==> src/rtl/video_frame_monitor.sv <==
// Parallel RGB video port monitor: skips warm-up frames, then measures line length,
// lines per frame, active pixels and per-channel checksums, flagging mismatches.
module video_frame_monitor #(
    parameter int COLOR_W      = 8,
    parameter int CNT_W        = 32,
    parameter int SKIP_FRAMES  = 2,
    parameter int CHECK_FRAMES = 1,
    parameter int EXP_H_TOTAL  = 0,
    parameter int EXP_V_TOTAL  = 0,
    parameter int EXP_ACTIVE   = 0
) (
    input  logic               clock,
    input  logic               reset,
    input  logic               vid_vsync,
    input  logic               vid_hsync,
    input  logic               vid_blank_n,
    input  logic [COLOR_W-1:0] vid_r,
    input  logic [COLOR_W-1:0] vid_g,
    input  logic [COLOR_W-1:0] vid_b,
    output logic [CNT_W-1:0]   frame_cnt,
    output logic [CNT_W-1:0]   lines,
    output logic [CNT_W-1:0]   line_len,
    output logic [CNT_W-1:0]   active_px,
    output logic [CNT_W-1:0]   sum_r,
    output logic [CNT_W-1:0]   sum_g,
    output logic [CNT_W-1:0]   sum_b,
    output logic               err_h,
    output logic               err_v,
    output logic               err_act,
    output logic               done
);

    typedef enum logic [1:0] {ST_IDLE, ST_SKIP, ST_MEASURE, ST_DONE} state_t;

    localparam logic [CNT_W-1:0] SKIP_N  = CNT_W'(SKIP_FRAMES);
    localparam logic [CNT_W-1:0] CHECK_N = CNT_W'(CHECK_FRAMES);
    localparam logic [CNT_W-1:0] EXP_H   = CNT_W'(EXP_H_TOTAL);
    localparam logic [CNT_W-1:0] EXP_V   = CNT_W'(EXP_V_TOTAL);
    localparam logic [CNT_W-1:0] EXP_A   = CNT_W'(EXP_ACTIVE);

    state_t state_q, state_d;

    // Inputs pass through one sampling stage; prev registers sit behind it so every
    // video signal stays aligned with the detected edges.
    logic               vs_s_q, vs_p_q, hs_s_q, hs_p_q, blank_s_q;
    logic [COLOR_W-1:0] r_s_q, g_s_q, b_s_q;

    logic [CNT_W-1:0] skip_q, skip_d;
    logic [CNT_W-1:0] line_cnt_q, line_cnt_d;
    logic [CNT_W-1:0] act_cnt_q, act_cnt_d;
    logic [CNT_W-1:0] clk_cnt_q, clk_cnt_d;
    logic             seen_h_q, seen_h_d;
    logic [CNT_W-1:0] frame_cnt_q, frame_cnt_d;
    logic [CNT_W-1:0] lines_q, lines_d;
    logic [CNT_W-1:0] line_len_q, line_len_d;
    logic [CNT_W-1:0] active_q, active_d;
    logic [CNT_W-1:0] sum_r_q, sum_r_d, sum_g_q, sum_g_d, sum_b_q, sum_b_d;
    logic             err_h_q, err_h_d, err_v_q, err_v_d, err_act_q, err_act_d;

    logic             vs_rise, hs_rise, open_frame, close_frame, in_frame, load_len;
    logic [CNT_W-1:0] skip_inc, frame_inc;

    assign vs_rise   = vs_s_q & ~vs_p_q;
    assign hs_rise   = hs_s_q & ~hs_p_q;
    assign skip_inc  = skip_q + CNT_W'(1);
    assign frame_inc = frame_cnt_q + CNT_W'(1);

    always_comb begin
        state_d     = state_q;
        skip_d      = skip_q;
        open_frame  = 1'b0;
        close_frame = 1'b0;
        case (state_q)
            ST_IDLE: begin
                if (vs_rise) begin
                    if (SKIP_FRAMES == 0) begin
                        state_d    = ST_MEASURE;
                        open_frame = 1'b1;
                    end else begin
                        state_d = ST_SKIP;
                        skip_d  = '0;
                    end
                end
            end
            ST_SKIP: begin
                if (vs_rise) begin
                    skip_d = skip_inc;
                    if (skip_inc == SKIP_N) begin
                        state_d    = ST_MEASURE;
                        open_frame = 1'b1;
                    end
                end
            end
            ST_MEASURE: begin
                if (vs_rise) begin
                    close_frame = 1'b1;
                    if (frame_inc == CHECK_N) state_d = ST_DONE;
                    else                      open_frame = 1'b1;
                end
            end
            ST_DONE: state_d = ST_DONE;
            default: state_d = ST_IDLE;
        endcase
    end

    // A pixel or hsync on an opening vsync edge belongs to the frame being opened.
    assign in_frame = ((state_q == ST_MEASURE) && !vs_rise) || open_frame;
    assign load_len = (state_q == ST_MEASURE) && hs_rise && seen_h_q;

    always_comb begin
        line_cnt_d  = line_cnt_q;
        act_cnt_d   = act_cnt_q;
        clk_cnt_d   = hs_rise ? CNT_W'(1) : clk_cnt_q + CNT_W'(1);
        seen_h_d    = (state_q == ST_MEASURE) ? (seen_h_q | hs_rise) : (open_frame & hs_rise);
        frame_cnt_d = frame_cnt_q;
        lines_d     = lines_q;
        line_len_d  = line_len_q;
        active_d    = active_q;
        sum_r_d     = sum_r_q;
        sum_g_d     = sum_g_q;
        sum_b_d     = sum_b_q;
        err_h_d     = err_h_q;
        err_v_d     = err_v_q;
        err_act_d   = err_act_q;

        if (open_frame) begin
            line_cnt_d = CNT_W'(hs_rise);
            act_cnt_d  = CNT_W'(blank_s_q);
        end else if (in_frame) begin
            line_cnt_d = line_cnt_q + CNT_W'(hs_rise);
            act_cnt_d  = act_cnt_q + CNT_W'(blank_s_q);
        end

        if (in_frame && blank_s_q) begin
            sum_r_d = sum_r_q + CNT_W'(r_s_q);
            sum_g_d = sum_g_q + CNT_W'(g_s_q);
            sum_b_d = sum_b_q + CNT_W'(b_s_q);
        end

        if (load_len) begin
            line_len_d = clk_cnt_q;
            if ((EXP_H_TOTAL != 0) && (clk_cnt_q != EXP_H)) err_h_d = 1'b1;
        end

        if (close_frame) begin
            lines_d     = line_cnt_q;
            active_d    = act_cnt_q;
            frame_cnt_d = frame_inc;
            if ((EXP_V_TOTAL != 0) && (line_cnt_q != EXP_V)) err_v_d   = 1'b1;
            if ((EXP_ACTIVE != 0) && (act_cnt_q != EXP_A))   err_act_d = 1'b1;
        end
    end

    always_ff @(posedge clock) begin
        if (reset) begin
            state_q     <= ST_IDLE;
            vs_s_q      <= 1'b1;
            vs_p_q      <= 1'b1;
            hs_s_q      <= 1'b1;
            hs_p_q      <= 1'b1;
            blank_s_q   <= 1'b0;
            r_s_q       <= '0;
            g_s_q       <= '0;
            b_s_q       <= '0;
            skip_q      <= '0;
            line_cnt_q  <= '0;
            act_cnt_q   <= '0;
            clk_cnt_q   <= '0;
            seen_h_q    <= 1'b0;
            frame_cnt_q <= '0;
            lines_q     <= '0;
            line_len_q  <= '0;
            active_q    <= '0;
            sum_r_q     <= '0;
            sum_g_q     <= '0;
            sum_b_q     <= '0;
            err_h_q     <= 1'b0;
            err_v_q     <= 1'b0;
            err_act_q   <= 1'b0;
        end else begin
            state_q     <= state_d;
            vs_s_q      <= vid_vsync;
            vs_p_q      <= vs_s_q;
            hs_s_q      <= vid_hsync;
            hs_p_q      <= hs_s_q;
            blank_s_q   <= vid_blank_n;
            r_s_q       <= vid_r;
            g_s_q       <= vid_g;
            b_s_q       <= vid_b;
            skip_q      <= skip_d;
            line_cnt_q  <= line_cnt_d;
            act_cnt_q   <= act_cnt_d;
            clk_cnt_q   <= clk_cnt_d;
            seen_h_q    <= seen_h_d;
            frame_cnt_q <= frame_cnt_d;
            lines_q     <= lines_d;
            line_len_q  <= line_len_d;
            active_q    <= active_d;
            sum_r_q     <= sum_r_d;
            sum_g_q     <= sum_g_d;
            sum_b_q     <= sum_b_d;
            err_h_q     <= err_h_d;
            err_v_q     <= err_v_d;
            err_act_q   <= err_act_d;
        end
    end

    assign frame_cnt = frame_cnt_q;
    assign lines     = lines_q;
    assign line_len  = line_len_q;
    assign active_px = active_q;
    assign sum_r     = sum_r_q;
    assign sum_g     = sum_g_q;
    assign sum_b     = sum_b_q;
    assign err_h     = err_h_q;
    assign err_v     = err_v_q;
    assign err_act   = err_act_q;
    assign done      = (state_q == ST_DONE);

endmodule

==> config.mk <==
export PLATFORM = sky130hd
export DESIGN_NAME = video_frame_monitor
export DESIGN_NICKNAME = d
export VERILOG_FILES = /design/src/rtl/video_frame_monitor.sv
export SDC_FILE = /design/constraint.sdc
export NUM_CORES = 1
export LEC_CHECK = 0
export BUFFER_PORTS_ARGS = -buffer_cell sky130_fd_sc_hd__buf_2
export CAP_MARGIN = 20
export CORE_MARGIN = 2
export CORE_UTILIZATION = 30
export CTS_CLUSTER_SIZE = 24
export DETAILED_ROUTE_END_ITERATION = 8
export MAX_ROUTING_LAYER = met4
export PLACE_DENSITY = 0.46
export SYNTH_ARGS = -nofsm -noshare
export SYNTH_HDL_FRONTEND = slang
export SYNTH_SLANG_ARGS = --single-unit
==> constraint.sdc <==
create_clock -name clock -period 10.75 [get_ports clock]
set_input_delay 2.6875 -clock clock [delete_from_list [all_inputs] [get_ports clock]]
set_output_delay 2.6875 -clock clock [all_outputs]
set_load 0.05 [all_outputs]
==> impl_metrics.ini <==
[routing]
drtIter0Drc = 1101
totalWireLength_mm = 55.4
route.vias.total = 17200
drt-pass1-iter-count = 5
route.detailed.drc = 0
final_ant_viol_nets = 0
wl_per_cell_microns = 16.8
detail_route.vias_per_cell = 5.21

[cells_and_area]
final_nets = 2553
areaGrowthSynthToFinish_pct = 18.8
final_layout_size_suffix_gt1_frac = 0.157
filler_cell_count = 6393
final_cell_count_no_fill = 3302
diodes = 0

[clock_network]
tritoncts_clock_tree = built
postCtsSetupRepairBufs = 0
cts_resized = 0
cts_hold_fix_bufs = 0
clk_transition_reported_paths_ns = 0.06
cts_max_level = 2
clock-root-buffer = sky130_fd_sc_hd__clkbuf_16
clock_path_buffers = 3
cts.sinks = 384
insertion_delay_ns = 0.59
numCtsBuffers = 47

[sta]
setup_tns_ns = 0
rsz0062_at_grt = no
max_freq_mhz = 201
worstMarginPinSlew_ns = 1.08
maxSlewViolCount = 0
fin_crit_sh = 0.463
final_period_minus_worst_setup_slack_ns = 4.98
slew_headroom = 0.278
hold_viol = 0
final-setup-viol-count = 0
fin_worst_skew_ns = 0.0173

[floorplan]
dieArea_sq_um = 63500
core_area_sq_um = 60600
floorplan.die.width_microns = 252
design.portCount = 257
start_util = 0.305
row_count = 90
dieHeight_microns = 252

[power]
power_density_nw_per_um2 = 153
power_leakage_nw = 7.99
maximum_vdd_drop_v = 0.0000983

[synthesis]
synth_seq_area_share = 0.417
synthesis.area_sq_um = 18500
syn-instance-count = 2319
synth_area_leaders = sky130_fd_sc_hd__dfxtp_1 42%, sky130_fd_sc_hd__nand2_1 7.9%, sky130_fd_sc_hd__a21oi_1 7.5%
synth_area_per_cell_sq_um = 7.96
yosys_warnings = 0
ys.flop_type = sky130_fd_sc_hd__dfxtp_1
yosys.cell_types.count = 68
most_common_cell_in_the_synthesized_netlist = sky130_fd_sc_hd__nand2_1
netlist_top_cells_count = 389 x sky130_fd_sc_hd__nand2_1, 384 x sky130_fd_sc_hd__dfxtp_1, 278 x sky130_fd_sc_hd__a21oi_1
synth_top_cell_by_area = sky130_fd_sc_hd__dfxtp_1
async_flop_share = 0
ys_seq_elements = 384
share_of_yosys_cell_area_claimed_by_the_top_area_cell_type = 0.417
count_of_flip_flops_with_a_built_in_enable_after_synthesis = 0

[global_routing]
overflow = 0
number_of_global_route_vias_before_repair = 16300
antenna_found_initial = 1
use_met1 = 0.218
groute.layer.met2.usage = 0.278
grt.met3_usage = 0.0519
grt_pass1_wl_mm = 88.7
global_route.peak_usage_layer = met2
grt_max_degree = 81
groute.usage.overall = 0.175

[place]
finalWeightedCongestion = 0.827
placed_cells = 3214
dp_hpwl_mm = 37.4
portbufs = 253

[worst_setup_path]
worstSetupPathType = register to register
worst_ep_required_time_ns = 11.22
critPathLaunchType = register
critical_path.max_fanout = 69
critPathCaptureType = register
cp_data_arrival_time_ns = 5.45

[run_status]
run_status = complete, no violations

[job]
max_cap_violations = 0

[worst_hold_path]
class_of_the_tightest_hold_or_removal_check = register to register
==> worst max-delay path: stages, from the launching register on <==
cell	delay [ns]
sky130_fd_sc_hd__dfxtp_1	0.51
sky130_fd_sc_hd__ha_1	0.27
sky130_fd_sc_hd__nand3_1	0.33
sky130_fd_sc_hd__nor3_1	0.74
sky130_fd_sc_hd__and2_0	0.36
sky130_fd_sc_hd__a41oi_1	0.17
sky130_fd_sc_hd__a2111o_1	0.47
sky130_fd_sc_hd__o31a_1	0.56
sky130_fd_sc_hd__o31ai_4	0.28
sky130_fd_sc_hd__buf_4	0.60
sky130_fd_sc_hd__nor4_1	0.17
sky130_fd_sc_hd__mux2_2	0.31
==> sequential cells by signal, indices dropped and copies added, names as in the netlist, 2 cells and up <==
signal / count
act_cnt_q: 32
active_px: 32
clk_cnt_q: 32
frame_cnt: 32
line_cnt_q: 32
line_len: 32
lines: 32
skip_q: 32
sum_b: 32
sum_g: 32
sum_r: 32
b_s_q: 8
g_s_q: 8
r_s_q: 8
state_q: 2
==> power by group <==
| group | total [mW] | internal, mW | switching (mW) |
|---|---|---|---|
| registers | 1.46 | 1.44 | 0.0168 |
| logic | 0.247 | 0.0616 | 0.186 |
| clock network | 1.65 | 0.995 | 0.650 |
==> through the flow <==
stage / power (mW) / cell area (sq um) / worst slack [ns] / utilization / hold slack (ns)
5_1_grt: 3.50 / 21900 / 5.48 / 0.362 / 0.451
4_1_cts: 3.41 / 21900 / 5.77 / 0.361 / 0.436
3_3_place_gp: 1.74 / 20300 / 5.42 / 0.335 / 0.419
2_1_floorplan: 1.66 / 18500 / 6.77 / - / 0.409
6_report: 3.35 / 21900 / 5.77 / 0.362 / 0.430
3_5_place_dp: 1.74 / 20300 / 5.40 / 0.335 / 0.421
==> final timing paths <==
check | startpoint | to | slack [ns] | cells past startpoint
setup reg to reg | frame_cnt[0]$_SDFFE_PP0P_ | sum_r[27]$_SDFFE_PP0P_ | 5.77 | 11
setup / recovery | frame_cnt[0]$_SDFFE_PP0P_ | sum_r[27]$_SDFFE_PP0P_ | 5.77 | 11
hold reg to reg | hs_s_q$_SDFF_PP1_ | hs_p_q$_SDFF_PP1_ | 0.43 | 1
hold / removal | hs_s_q$_SDFF_PP1_ | hs_p_q$_SDFF_PP1_ | 0.43 | 1
==> cells in the final DEF, fill, tap and decap left out, types with 19 or more instances in the layout <==
cell type,Yosys,layout
sky130_fd_sc_hd__nand2_1,389,388
sky130_fd_sc_hd__dfxtp_1,384,384
sky130_fd_sc_hd__a21oi_1,278,278
sky130_fd_sc_hd__buf_2,30,252
sky130_fd_sc_hd__nor2_1,129,128
sky130_fd_sc_hd__or4_1,92,92
sky130_fd_sc_hd__nand3_1,86,86
sky130_fd_sc_hd__o21ai_0,81,81
sky130_fd_sc_hd__inv_1,77,77
sky130_fd_sc_hd__o31ai_1,75,73
sky130_fd_sc_hd__nand4_1,57,57
sky130_fd_sc_hd__xor2_1,52,52
sky130_fd_sc_hd__clkbuf_16,0,49
sky130_fd_sc_hd__or3_1,45,45
sky130_fd_sc_hd__nor3_1,40,40
sky130_fd_sc_hd__xnor2_1,39,39
sky130_fd_sc_hd__ha_1,38,38
sky130_fd_sc_hd__nor2b_1,37,37
sky130_fd_sc_hd__and3_1,35,35
sky130_fd_sc_hd__o211ai_1,22,22
sky130_fd_sc_hd__buf_4,5,22
sky130_fd_sc_hd__and4_1,19,19
==> cell type report <==
cell class,count,area [sq um],area share
Clock buffer,67,1350,0.0617
Tap cell,782,978,0.0447
Inverter,77,289,0.0132
Timing Repair Buffer,277,1480,0.0676
Multi-Input combinational cell,1696,9880,0.451
Clock inverter,19,240,0.0110
Sequential cell,384,7690,0.351
==> logic make-up (layout without fill, tap and decap cells) <==
logic type | count (synthesis) | count (layout) | share of synthesized area
xor gates and xnor gates | 91 | 91 | 0.0432
and+or+nand+nor | 999 | 999 | 0.272
buffers and inverters | 241 | 440 | 0.0527
adders and majority gates | 41 | 41 | 0.0290
other | 1 | 3 | 0.000203
AOI/OAI and AO/OA | 552 | 552 | 0.180
muxes | 10 | 10 | 0.00583
DFF | 384 | 384 | 0.417
==> per-layer routing <==
| metal | vias to the layer above | routed length [microns] | share of wire |
|---|---|---|---|
| li1 | 8604 | - | - |
| met1 | 8186 | 25300 | 0.46 |
| met2 | 335 | 25200 | 0.45 |
| met3 | 75 | 3790 | 0.068 |
| met4 | 0 | 1090 | 0.020 |
| met5 | - | 0 | 0 |
Note: power is estimated with default switching activity, not from simulation.
